==> src/rtl/serpent_fp_stage.sv <==
// Serpent output permutation stage: applies FP (or IP when i_dir=1) on the write path
// and buffers permuted beats in a 2-entry valid/ready FIFO carrying a sideband tag.
module serpent_fp_stage #(
    parameter int TAG_W = 4,
    parameter int DEPTH = 2
) (
    input  logic             i_clk,
    input  logic             i_rst_n,
    input  logic             i_valid,
    output logic             o_ready,
    input  logic [127:0]     i_data,
    input  logic             i_dir,
    input  logic [TAG_W-1:0] i_tag,
    output logic             o_valid,
    input  logic             i_ready,
    output logic [127:0]     o_data,
    output logic [TAG_W-1:0] o_tag,
    output logic [1:0]       o_count
);

    generate
        if (DEPTH != 2) begin : g_depth_check
            $error("serpent_fp_stage: DEPTH must be 2");
        end
    endgenerate

    function automatic logic [127:0] perm_ip(input logic [127:0] din);
        logic [127:0] dout;
        dout = '0;
        for (int j = 0; j < 4; j++) begin
            for (int k = 0; k < 32; k++) begin
                dout[127 - 4*k - j] = din[k + 32*j];
            end
        end
        return dout;
    endfunction

    function automatic logic [127:0] perm_fp(input logic [127:0] din);
        logic [127:0] dout;
        dout = '0;
        for (int j = 0; j < 4; j++) begin
            for (int k = 0; k < 32; k++) begin
                dout[32*j + k] = din[127 - 4*k - j];
            end
        end
        return dout;
    endfunction

    logic [127:0]     mem_r [0:1];
    logic [TAG_W-1:0] tag_mem_r [0:1];
    logic             wr_ptr_r;
    logic             rd_ptr_r;
    logic [1:0]       count_r;
    logic             ready_r;

    logic             push_s;
    logic             pop_s;
    logic [1:0]       count_nxt_s;
    logic [127:0]     perm_s;

    // Handshake decode, occupancy update and write-path permutation select
    always_comb begin
        push_s      = i_valid && ready_r;
        pop_s       = (count_r != 2'd0) && i_ready;
        count_nxt_s = count_r;
        perm_s      = '0;
        if (push_s && !pop_s) begin
            count_nxt_s = count_r + 2'd1;
        end else if (!push_s && pop_s) begin
            count_nxt_s = count_r - 2'd1;
        end else begin
            count_nxt_s = count_r;
        end
        if (i_dir) begin
            perm_s = perm_ip(i_data);
        end else begin
            perm_s = perm_fp(i_data);
        end
    end

    // FIFO storage, pointers, occupancy and registered ready
    always_ff @(posedge i_clk or negedge i_rst_n) begin
        if (!i_rst_n) begin
            for (int i = 0; i < 2; i++) begin
                mem_r[i]     <= '0;
                tag_mem_r[i] <= '0;
            end
            wr_ptr_r <= 1'b0;
            rd_ptr_r <= 1'b0;
            count_r  <= 2'd0;
            ready_r  <= 1'b0;
        end else begin
            if (push_s) begin
                mem_r[wr_ptr_r]     <= perm_s;
                tag_mem_r[wr_ptr_r] <= i_tag;
                wr_ptr_r            <= ~wr_ptr_r;
            end
            if (pop_s) begin
                rd_ptr_r <= ~rd_ptr_r;
            end
            count_r <= count_nxt_s;
            // ready looks at the post-update occupancy, so i_ready never reaches o_ready combinationally
            ready_r <= (count_nxt_s < 2'd2);
        end
    end

    assign o_ready = ready_r;
    assign o_valid = (count_r != 2'd0);
    assign o_data  = mem_r[rd_ptr_r];
    assign o_tag   = tag_mem_r[rd_ptr_r];
    assign o_count = count_r;

endmodule

==> config.mk <==
export PLATFORM = sky130hd
export DESIGN_NAME = serpent_fp_stage
export DESIGN_NICKNAME = d
export VERILOG_FILES = /design/src/rtl/serpent_fp_stage.sv
export SDC_FILE = /design/constraint.sdc
export NUM_CORES = 1
export LEC_CHECK = 0
export BUFFER_PORTS_ARGS = -buffer_cell sky130_fd_sc_hd__buf_2
export CAP_MARGIN = 5
export CORE_ASPECT_RATIO = 0.8
export CORE_MARGIN = 4
export CORE_UTILIZATION = 45
export CTS_CLUSTER_DIAMETER = 200
export DETAILED_ROUTE_END_ITERATION = 12
export HOLD_SLACK_MARGIN = 0.02
export PLACE_DENSITY_LB_ADDON = 0.15
export SLEW_MARGIN = 20
export SYNTH_ARGS = -nofsm -noshare
export SYNTH_HDL_FRONTEND = slang
export SYNTH_SLANG_ARGS = --single-unit
export TNS_END_PERCENT = 5
==> constraint.sdc <==
create_clock -name i_clk -period 3.2 [get_ports i_clk]
set_clock_uncertainty 0.05 [all_clocks]
set_input_delay 0.64 -clock i_clk [delete_from_list [all_inputs] [get_ports i_clk]]
set_output_delay 0.64 -clock i_clk [all_outputs]
set_load 0.02 [all_outputs]
==> impl_metrics.env, run 1 <==
export IMPL_outcome="complete, no violations"
export IMPL_netlist_top_cell_by_area="dfrtp_1"
export IMPL_slew_viol_final=0
export IMPL_detail_route_drc_violations=0
export IMPL_design_die_area_um2=32800
export IMPL_multiInputGateArea_um2=6100
export IMPL_worst_pin_slew_ns=0.725
export IMPL_rows=56
export IMPL_grt_start_max_net_pins=71
export IMPL_yosys_most_used_dff="dfrtp_1"
export IMPL_timing_slew_headroom_pct=51.7
export IMPL_drtPass1Iterations=4
export IMPL_htree_depth=1
export IMPL_drive_gt1_share_pct=55.4
export IMPL_layout_worst_path_cycle_share_pct=94.7
export IMPL_die_width_um=201
export IMPL_async_reset_ff_share_pct=100
export IMPL_cpMaxStageDelayCell="dfrtp_4"
export IMPL_routed_via_count=8735
export IMPL_required_ns=2.51
export IMPL_cp_arrival_ns=2.34
export IMPL_yosys_cell_types_count=25
export IMPL_clk_transition_reported_paths_ns=0.06
export IMPL_area_sequential_um2=6740
export IMPL_synthesis_yosys_warnings=0
export IMPL_worstPathBufferInverterCount=2
export IMPL_coreArea_um2=29400
export IMPL_grt_pass1_vias=9235
export IMPL_grt_first_pass_wirelength_um=56300
export IMPL_flow_area_growth_from_synthesis_pct=20.5
export IMPL_synth_yosys_seq_area_share_pct=50.0
export IMPL_post_synthesis_mean_instance_area_um2=13.3
export IMPL_pwr_density_cell_nw_per_um2=1150
export IMPL_antenna_violating_nets_post_route=0
export IMPL_hold_path_class="input port to flop"
export IMPL_post_cts_setup_buffers=0
export IMPL_n_fill_cell=2525
export IMPL_synth_top_area_share_pct=50.0
export IMPL_critical_path_max_stage_delay_ns=0.88
export IMPL_critical_path_max_fanout=48
export IMPL_hold_violation_total_from_the_final_report=0
export IMPL_overflow_left_after_global_routing=0
export IMPL_timing_final_crit_period_ns=3.03
export IMPL_post_drt_wl_per_cell_um=22.0
export IMPL_port_buffers=272
export IMPL_cts_buffers=29
export IMPL_timing_max_cap_violations=0
export IMPL_drt_vias_per_instance=5.27
export IMPL_fmaxAchievable_mhz=330
export IMPL_clock_tree_root_cell="clkbuf_16"
export IMPL_clock_sinks=269
export IMPL_antenna_violations_before_repair=7
export IMPL_synth_net_count=1151
export IMPL_crit_end_element="output port"
export IMPL_leakagePower_nw=7.48
export IMPL_rsz0062_at_grt="false"
export IMPL_netlist_top_cells_area="dfrtp_1 50%, mux2_2 24%, mux2_4 8.5%"
export IMPL_drt_total_wl_um=36500
export IMPL_hold_depth=2
export IMPL_final_setup_tns_ns=0
export IMPL_cpLargestDelayFamily="flip-flops"
export IMPL_detail_route_iter0_violations=371
export IMPL_gp_congestion=0.790
export IMPL_start_kind="flop"
export IMPL_detailedPlacementHpwl_um=25700
export IMPL_grt_total_usage_pct=21.7
export IMPL_postSynthCellCount=1011
export IMPL_fin_nets=1399
export IMPL_critical_path_class="flop to output port"
export IMPL_power_ir_vdd_worst_v=0.000638
export IMPL_worst_skew_late_latency_ns=0.53
export IMPL_start_util_pct=45.7
export IMPL_place_detailed_instances=1604
export IMPL_die_height_um=163
export IMPL_timing_critical_path_depth=3
export IMPL_mapped_cell_area_um2=13500
export IMPL_clock_tree_from_tritoncts="done"
export IMPL_cts_max_path_buffers=3
export IMPL_cp_cell_sequence="buf_4, mux2_2, buf_2"
export IMPL_postSynthRegisterBits=269
export IMPL_final_std_cells_w_o_fill=1659
export IMPL_final_common_cell="mux2_2"
export IMPL_finalSetupViolCount=0
export IMPL_synth_edff_count=0
export IMPL_worst_r2r_cell_count=3
export IMPL_io_pins=273
export IMPL_commonest_non_fill_non_tap_cells_in_the_layout="286 x mux2_2, 270 x buf_2, 266 x dfrtp_1"
-- power breakdown --
part	leakage (nW)	switching, W	internal (W)
Clock	0.496	0.00139	0.00216
Sequential	3.13	0.00104	0.00515
Combinational	3.86	0.00474	0.00411
-- cell usage after synthesis (2+ instances only) --
cell	count
mux2i_1	80
buf_6	14
dfrtp_1	269
a31oi_1	40
inv_1	45
o21ai_0	41
nand2_1	42
clkbuf_1	18
buf_1	5
buf_4	5
ha_1	3
xnor2_1	2
mux2_2	286
a21oi_1	40
buf_2	36
mux2_4	76
-- final cells by class --
| cell class | count | area share [%] |
|---|---|---|
| diodes | 3 | 0.0463 |
| inverters | 45 | 1.04 |
| well taps | 377 | 2.91 |
| repair buffers | 295 | 10.7 |
| flip-flops and latches | 269 | 41.5 |
| multi-input cells | 619 | 37.6 |
| clock buffers | 41 | 5.25 |
| clock inverters | 10 | 0.941 |
-- per-stage QoR --
stage	power [W]	util, %	hold WS [ns]	area, um^2	setup WS, ns
finish	0.0186	55.1	0.307	16200	0.171
global route	0.0197	55.1	0.291	16200	0.0717
floorplan	0.0123	-	0.294	13500	1.23
CTS	0.0188	55.1	0.281	16200	0.124
detailed placement	0.0151	51.6	0.438	15200	0.710
global placement	0.0150	51.6	0.433	15200	0.717
-- repair_timing --
| action | 4_1_cts | 5_1_grt |
|---|---|---|
| gates resized for setup | 0 | 0 |
| endpoints found under the hold margin | 32 | 0 |
| hold buffers | 1 | 0 |
-- registers in the layout (all words and copies together) (netlist names), named ones only --
| register | count |
|---|---|
| o_count | 1 |
| o_ready | 1 |
| tag_mem_r | 8 |
| mem_r | 256 |
| wr_ptr_r | 1 |
| rd_ptr_r | 1 |
-- worst paths after layout --
| path | slack, ns | startpoint | endpoint |
|---|---|---|---|
| min in group asynchronous | 0.61 | i_rst_n | mem_r[191]$_DFFE_PN0P_ |
| max in group asynchronous | 1.54 | i_rst_n | mem_r[17]$_DFFE_PN0P_ |
| setup / recovery | 0.17 | rd_ptr_r$_DFFE_PN0P_ | o_data[68] |
| setup reg to reg | 1.12 | o_ready$_DFF_PN0_ | mem_r[3]$_DFFE_PN0P_ |
| hold / removal | 0.31 | i_tag[2] | tag_mem_r[2]$_DFFE_PN0P_ |
| hold reg to reg | 0.45 | flop | o_ready$_DFF_PN0_ |
-- per-layer routing --
metal  global-route usage [%]  wire length, um
met5                        0               48
met4                     4.72              816
met1                     32.1            17500
met2                     32.8            15900
met3                     5.32             2150
-- worst reg2reg max path, cell delays in order, from the launching register on --
cell	delay (ns)
dfrtp_2	0.62
and3_4	0.53
buf_4	0.37
mux2_2	0.39
-- cells by family after synthesis --
family / count (synthesis) / synth area share, %
AO/OA/AOI/OAI: 124 / 5.06
buffers and inverters: 123 / 4.69
adder cells (fa/ha/maj): 3 / 0.279
flip-flops: 269 / 50.0
XOR/XNOR: 2 / 0.130
AND/OR/NAND/NOR: 48 / 1.46
multiplexers: 442 / 38.4
No activity file was read; power rests on OpenSTA's default activity.
==> run 2: changes to the inputs <==
- RECOVER_POWER: not set -> 100
==> run 2 against run 1 <==
The flow now finishes with violations (max-capacitance violations, max-slew violations). Largest cell class unchanged. Combinational power fell by 7.0%. Critical path type is now input port to flop. Clock power about the same. Global-route usage unchanged. First-iteration DRC count down 2.4%. Sequential share of layout area grew 1.0 points.
==> impl_metrics.env, run 2 (same netlist as run 1, synthesis figures left out) <==
export IMPL_detail_route_drc_violations=0
export IMPL_grt_pass1_vias=9235
export IMPL_design_die_area_um2=32800
export IMPL_antenna_violations_before_repair=7
export IMPL_worst_skew_late_latency_ns=0.53
export IMPL_largestRegisters="mem_r (256), tag_mem_r (8)"
export IMPL_hold_violation_total_from_the_final_report=0
export IMPL_critical_path_max_stage_delay_ns=1.11
export IMPL_die_height_um=163
export IMPL_clock_tree_root_cell="clkbuf_16"
export IMPL_finalSetupViolCount=0
export IMPL_rsz0062_at_grt="false"
export IMPL_cp_cell_sequence="clkbuf_2, clkbuf_2, mux2_1, mux2_1"
export IMPL_detail_route_iter0_violations=362
export IMPL_overflow_left_after_global_routing=0
export IMPL_grt_total_usage_pct=21.7
export IMPL_io_pins=273
export IMPL_slew_viol_final=95
export IMPL_die_width_um=201
export IMPL_post_drt_wl_per_cell_um=22.0
export IMPL_startpoint="i_dir"
export IMPL_gp_congestion=0.790
export IMPL_cp_arrival_ns=3.40
export IMPL_post_cts_setup_buffers=0
export IMPL_cts_max_path_buffers=3
export IMPL_final_setup_worst_slack_ns=0.161
export IMPL_timing_slew_headroom_pct=-16.3
export IMPL_start_kind="input port"
export IMPL_crit_end_element="flop"
export IMPL_timing_max_cap_violations=2
export IMPL_outcome="finished with violations"
export IMPL_flip_flop_count_of_the_largest_register_after_layout=256
export IMPL_final_setup_tns_ns=0
export IMPL_power_ir_vdd_worst_v=0.000585
export IMPL_pwr_density_cell_nw_per_um2=1130
export IMPL_postCtsHoldBufs=1
export IMPL_commonest_non_fill_non_tap_cells_in_the_layout="268 x dfrtp_1, 242 x mux2_2, 146 x buf_2"
export IMPL_clk_transition_reported_paths_ns=0.06
export IMPL_layout_worst_path_cycle_share_pct=95.0
export IMPL_grt_first_pass_wirelength_um=56300
export IMPL_fin_nets=1399
export IMPL_critical_path_max_fanout=41
export IMPL_grt_start_max_net_pins=71
export IMPL_drt_vias_per_instance=5.31
export IMPL_hold_path_class="input port to flop"
export IMPL_drive_gt1_share_pct=39.9
export IMPL_final_common_cell="dfrtp_1"
export IMPL_worst_r2r_cell_count=3
export IMPL_rows=56
export IMPL_worst_pin_slew_ns=1.74
export IMPL_drt_total_wl_um=36500
export IMPL_regMostFlops="mem_r"
export IMPL_clock_sinks=269
export IMPL_cts_buffers=29
export IMPL_place_ws_ns=0.710
export IMPL_flow_area_growth_from_synthesis_pct=17.6
export IMPL_routed_via_count=8817
export IMPL_coreArea_um2=29400
export IMPL_fmaxAchievable_mhz=329
export IMPL_cts_resized=0
export IMPL_crit_reg2reg_launch="o_ready$_DFF_PN0_"
export IMPL_leakagePower_nw=7.03
export IMPL_clock_tree_from_tritoncts="done"
export IMPL_critical_path_class="input port to flop"
export IMPL_htree_depth=1
export IMPL_drtPass1Iterations=4
export IMPL_antenna_violating_nets_post_route=0
export IMPL_required_ns=3.56
export IMPL_cpMaxStageDelayCell="clkbuf_2"
export IMPL_start_util_pct=45.7
export IMPL_hold_depth=2
export IMPL_hp_start="i_tag[1]"
export IMPL_timing_final_crit_period_ns=3.04
export IMPL_detailedPlacementHpwl_um=25700
export IMPL_port_buffers=272
export IMPL_violations="max-capacitance violations, max-slew violations"
[run 2: worst paths after layout]
path                                            end  slack, ns
min                        tag_mem_r[1]$_DFFE_PN0P_       0.31
min in group asynchronous    mem_r[191]$_DFFE_PN0P_       1.07
max                           mem_r[62]$_DFFE_PN0P_       0.16
max reg2reg                   mem_r[56]$_DFFE_PN0P_       0.28
min reg2reg                   mem_r[84]$_DFFE_PN0P_       0.43
max in group asynchronous    mem_r[201]$_DFFE_PN0P_       0.51
[run 2: critical path, delay by kind of cell]
| family | cells | cell delay [ns] |
|---|---|---|
| mux | 2 | 0.82 |
| buf+inv | 2 | 1.89 |
[run 2: cell type report]
| class | instances | area, um^2 |
|---|---|---|
| Timing Repair Buffer | 295 | 1520 |
| Multi-Input combinational cell | 619 | 5920 |
| Tap cell | 377 | 472 |
| Sequential cell | 269 | 6740 |
| Clock buffer | 41 | 851 |
| Inverter | 45 | 169 |
| Antenna cell | 3 | 7.51 |
| Fill cell | 2638 | 13600 |
| Clock inverter | 10 | 153 |
[run 2: per-stage QoR]
stage	power [W]	instances	utilization [%]	cell area (um^2)	hold WS [ns]
CTS	0.0188	1656	55.1	16200	0.281
floorplan	0.0123	1011	-	13500	0.294
global route	0.0191	1658	53.8	15800	0.291
global placement	0.0150	1604	51.6	15200	0.433
detailed placement	0.0151	1604	51.6	15200	0.438
finish	0.0179	1659	53.8	15800	0.307
[run 2: layer usage]
layer | GRT usage (%) | share of wire (%)
met1 | 32.1 | 48
met2 | 32.8 | 44
met3 | 5.32 | 5.6
met4 | 4.72 | 2.3
met5 | 0 | 0.13
[run 2: report_power, final]
part	switching [W]	internal [W]	total [W]	leakage, nW
logic	0.00474	0.00349	0.00823	3.40
clock network	0.00139	0.00216	0.00355	0.496
registers	0.00102	0.00515	0.00617	3.13
